## src/rtl/icache_refill_server.sv

```systemverilog
// icache_refill_server: memory-side responder for the I-cache refill port.
// Fetches a 16-byte line as four word beats (word 0..3) from a word-wide
// bus and returns it with a one-cycle mem_ready pulse, flagging timeout or
// bus errors on mem_err. All outputs are registered.
module icache_refill_server #(
    parameter int TIMEOUT = 255
) (
    input  logic         clk,
    input  logic         rst,
    input  logic         mem_r,
    input  logic [31:0]  mem_addr,
    output logic         mem_ready,
    output logic [127:0] mem_data,
    output logic         mem_err,
    output logic         bus_req,
    output logic [31:0]  bus_addr,
    input  logic         bus_ack,
    input  logic [31:0]  bus_rdata,
    input  logic         bus_err
);

    typedef enum logic [1:0] {
        IDLE  = 2'd0,
        FETCH = 2'd1,
        DONE  = 2'd2,
        DRAIN = 2'd3
    } state_t;

    // Last count value of a beat before it is declared timed out.
    localparam logic [7:0] TIMER_MAX = 8'(TIMEOUT - 1);

    state_t       state, state_next;
    logic [27:0]  line, line_next;
    logic [1:0]   beat, beat_next;
    logic [7:0]   timer, timer_next;
    logic         abort, abort_next;
    logic         mem_ready_next;
    logic [127:0] mem_data_next;
    logic         mem_err_next;
    logic         bus_req_next;
    logic [31:0]  bus_addr_next;
    logic         quit;
    logic         beat_ack;

    // Only the line address is used; the byte/word offset is ignored.
    logic unused_addr_bits;
    assign unused_addr_bits = ^mem_addr[3:0];

    // Register state and all registered outputs; reset clears everything.
    always_ff @(posedge clk) begin
        if (!rst) begin
            state     <= IDLE;
            line      <= '0;
            beat      <= '0;
            timer     <= '0;
            abort     <= 1'b0;
            mem_ready <= 1'b0;
            mem_data  <= '0;
            mem_err   <= 1'b0;
            bus_req   <= 1'b0;
            bus_addr  <= '0;
        end else begin
            state     <= state_next;
            line      <= line_next;
            beat      <= beat_next;
            timer     <= timer_next;
            abort     <= abort_next;
            mem_ready <= mem_ready_next;
            mem_data  <= mem_data_next;
            mem_err   <= mem_err_next;
            bus_req   <= bus_req_next;
            bus_addr  <= bus_addr_next;
        end
    end

    // Next-state and next-output logic for the refill sequence.
    always_comb begin
        state_next     = state;
        line_next      = line;
        beat_next      = beat;
        timer_next     = timer;
        abort_next     = abort;
        mem_ready_next = 1'b0;
        mem_data_next  = mem_data;
        mem_err_next   = mem_err;
        bus_req_next   = bus_req;
        bus_addr_next  = bus_addr;
        // A dropped request is remembered; the in-flight beat still finishes.
        quit           = abort | ~mem_r;
        // An ack only counts while a beat is actually requested.
        beat_ack       = bus_ack & bus_req;

        case (state)
            IDLE: begin
                abort_next = 1'b0;
                if (mem_r) begin
                    line_next     = mem_addr[31:4];
                    beat_next     = 2'd0;
                    timer_next    = '0;
                    mem_data_next = '0;
                    mem_err_next  = 1'b0;
                    bus_req_next  = 1'b1;
                    bus_addr_next = {mem_addr[31:4], 4'b0000};
                    state_next    = FETCH;
                end
            end

            FETCH: begin
                abort_next = quit;
                if (beat_ack) begin
                    timer_next = '0;
                    if (!bus_err) begin
                        mem_data_next[{beat, 5'b00000} +: 32] = bus_rdata;
                    end
                    if (bus_err || beat == 2'd3) begin
                        bus_req_next = 1'b0;
                        if (quit) begin
                            state_next = IDLE;
                        end else begin
                            mem_ready_next = 1'b1;
                            mem_err_next   = bus_err;
                            state_next     = DONE;
                        end
                    end else if (quit) begin
                        bus_req_next = 1'b0;
                        state_next   = IDLE;
                    end else begin
                        beat_next     = beat + 2'd1;
                        bus_addr_next = {line, beat + 2'd1, 2'b00};
                    end
                end else if (timer == TIMER_MAX) begin
                    timer_next   = '0;
                    bus_req_next = 1'b0;
                    if (quit) begin
                        state_next = IDLE;
                    end else begin
                        mem_ready_next = 1'b1;
                        mem_err_next   = 1'b1;
                        state_next     = DONE;
                    end
                end else begin
                    timer_next = timer + 8'd1;
                end
            end

            DONE: begin
                state_next = DRAIN;
            end

            DRAIN: begin
                // Hold off until the cache lets go of the request.
                if (!mem_r) begin
                    state_next = IDLE;
                end
            end

            default: begin
                state_next = IDLE;
            end
        endcase
    end

endmodule

```

## config.mk

```make
export PLATFORM = sky130hd
export DESIGN_NAME = icache_refill_server
export DESIGN_NICKNAME = d
export VERILOG_FILES = /design/src/rtl/icache_refill_server.sv
export SDC_FILE = /design/constraint.sdc
export NUM_CORES = 1
export LEC_CHECK = 0
export BUFFER_PORTS_ARGS = -buffer_cell sky130_fd_sc_hd__buf_2
export CAP_MARGIN = 20
export CORE_MARGIN = 2
export CORE_UTILIZATION = 30
export CTS_CLUSTER_DIAMETER = 200
export DETAILED_ROUTE_END_ITERATION = 8
export PLACE_DENSITY = 0.56
export SYNTH_ARGS = -nofsm -noshare
export SYNTH_HDL_FRONTEND = slang
export SYNTH_SLANG_ARGS = --single-unit
```

## constraint.sdc

```tcl
create_clock -name clk -period 2.15 [get_ports clk]
set_clock_uncertainty 0.05 [all_clocks]
set_input_delay 0.43 -clock clk [delete_from_list [all_inputs] [get_ports clk]]
set_output_delay 0.43 -clock clk [all_outputs]
set_load 0.005 [all_outputs]
```

==> metrics.cfg <==
[yosys]
syn_avg_cell_area_um2 = 9.64
synth_top_area_cell = dfxtp_1
yosys-top-cells-area = dfxtp_1, a22o_1, nand2_1
ys_seq_area_frac = 0.513
synth_most_common_cell = dfxtp_1
synth_cell_types = 52
syn_area_um2 = 7810
ys.flop_type = dfxtp_1
ys_top_cells_by_count = dfxtp_1, nand2_1, a22o_1, o211ai_1, o21ai_0
synth_cells = 810
ys_async_sr_fraction = 0
yosys_warnings = 0
synth_edf_count = 0
ys_seq_elements = 200
synth_top_area_frac = 0.513

[global_route]
grt_pass1_vias = 6378
grt-ovfl-total = 0
grtUsageTotal = 0.171
grt_first_pass_wirelength_um = 36700
antenna_found_initial = 3
grt_max_degree = 63

[detailed_routing]
first_pass_iters = 4
post-route-drc-count = 0
avgRoutedWirePerCell_um = 17.7
ant_nets = 0
drtIter0Drc = 474
num_vias = 6820
viasPerCell = 5.02
drt_wl_total_um = 24000

[die]
dieArea_um2 = 27300
dieWidth_um = 165
std_cell_rows = 59
core_area_um2 = 25800
ios = 232
initial_core_util = 0.302
chipHeight_um = 165

[power_and_ir_drop]
p_per_area_nw_per_um2 = 804
leakage_nw = 4.64
peakVddDrop_uv = 368

[cts]
max-clock-path-buffers = 2
cts_setup_buffers = 0
cts.repair.resized = 0
cts.sinks = 200
path_clk_slew_ps = 80
worstSkewPairLatency_ps = 430
cts.htree.levels = 4
cts_tree = done
numCtsBuffers = 17
root_buffer = clkbuf_16
hold_buffers = 0

[final_layout]
finalNetCount = 1086
antenna_cells = 0
fill_cells = 2635
drive_gt1_frac = 0.295
post-route-util = 0.389
area_growth_pct = 28.7

[job]
drv_cap = 0

[sta]
fin_crit_sh = 0.886
fin_crit_ps = 1900
rsz0062_at_grt = no
setup_viol = 0
finalMaxSlewViolations = 0
timing.fmax_mhz = 525
hold_violations = 0
max_slew_margin = 0.578
tns_ps = 0
tightest_slew_ps = 633

[worst_setup_path]
worstPathArrival_ps = 2210
cp-end-kind = flop
worstSetupPathType = reg -> reg
path_max_fanout = 32
required_ps = 2450
worst_setup_path_start_kind = flop

[place]
port_buffers = 225
dp_hpwl_um = 15800
gp_congestion = 0.776

[outcome]
status = finished, final reports clean

[worst_hold_path]
hp-class = in -> reg

[worst max-delay path: stages (launching register included)]
cell and delay, ps:
dfxtp_1 420, inv_1 130, ha_1 400, nand4bb_1 240
nor2_2 150, buf_12 220, nand2_1 70, o21ai_0 140
[layout by cell type, fill, tap and decap left out, drive strengths merged, types with 2 or more instances in the layout]
| cell type | count |
|---|---|
| buf | 255 |
| dfxtp | 200 |
| nand2 | 139 |
| o21ai | 67 |
| o211ai | 64 |
| a22o | 64 |
| nand3 | 36 |
| a21boi | 28 |
| mux2i | 28 |
| o211a | 28 |
| clkbuf | 18 |
| inv | 13 |
| nor2 | 8 |
| ha | 7 |
| a21oi | 7 |
| a31oi | 6 |
| clkinv | 6 |
| and2 | 5 |
| and3 | 4 |
| nor4 | 3 |
| o22ai | 3 |
| nand2b | 3 |
| o21a | 2 |
| a21o | 2 |
| a32o | 2 |
| a41oi | 2 |
| o31ai | 2 |
| conb | 2 |
| or2 | 2 |
| a211oi | 2 |
[cell families after synthesis]
logic type                 after synthesis  synth area share
AOI/OAI and AO/OA                      283             0.270
xor gates and xnor gates                 2           0.00224
adders and majority gates                7            0.0112
buffers and inverters                   80            0.0447
DFF                                    200             0.513
muxes                                   28            0.0359
other                                    1          0.000480
and+or+nand+nor                        209             0.123
[sequential cells by signal, summed over array words and instances, names as in the netlist, 8 cells and up, named ones only]
| name | flops |
|---|---|
| mem_data | 128 |
| bus_addr | 29 |
| timer | 8 |
| line | 28 |
[per-layer routing]
layer / global-route usage / vias to the layer above / wire, um
met1: 0.217 / 3240 / 10800
met5: 0 / - / 24
met4: 0.0525 / 4 / 514
met3: 0.0582 / 29 / 2000
met2: 0.275 / 212 / 10700
li1: - / 3335 / -
[area by class of cell]
type / instances / area (um2) / share of cell area
Clock buffer: 18 / 439 / 0.0437
Clock inverter: 14 / 191 / 0.0191
Inverter: 5 / 18.8 / 0.00187
Multi-Input combinational cell: 531 / 3490 / 0.348
Sequential cell: 200 / 4010 / 0.399
Tap cell: 335 / 419 / 0.0417
Timing Repair Buffer: 255 / 1480 / 0.147
[metrics by stage]
step           power [mW]  setup WS, ps  hold WS, ps  std cells  instance area, um2
2_1_floorplan        4.42           255          383        811                7810
3_3_place_gp         4.82           107          398       1326                9410
3_5_place_dp         4.82          95.5          407       1326                9410
4_1_cts              8.19           216          178       1358               10000
5_1_grt              8.43           102          189       1358               10000
6_report             8.08           245          200       1358               10000
[where the power goes]
part | internal (mW) | switching, mW
Combinational | 0.322 | 0.525
Sequential | 3.82 | 0.0616
Clock | 1.64 | 1.71
Total | 5.78 | 2.30
[worst paths after layout]
kind	cells after the start	to	slack [ps]	from
worst max-delay path	7	mem_data[29]	250	beat[0]
worst min-delay path	3	line[3]	200	mem_addr[7]
worst min register to register	2	line[26]	410	line[26]
worst max register to register	7	mem_data[29]	250	beat[0]
Note: power is estimated with default switching activity, not from simulation.
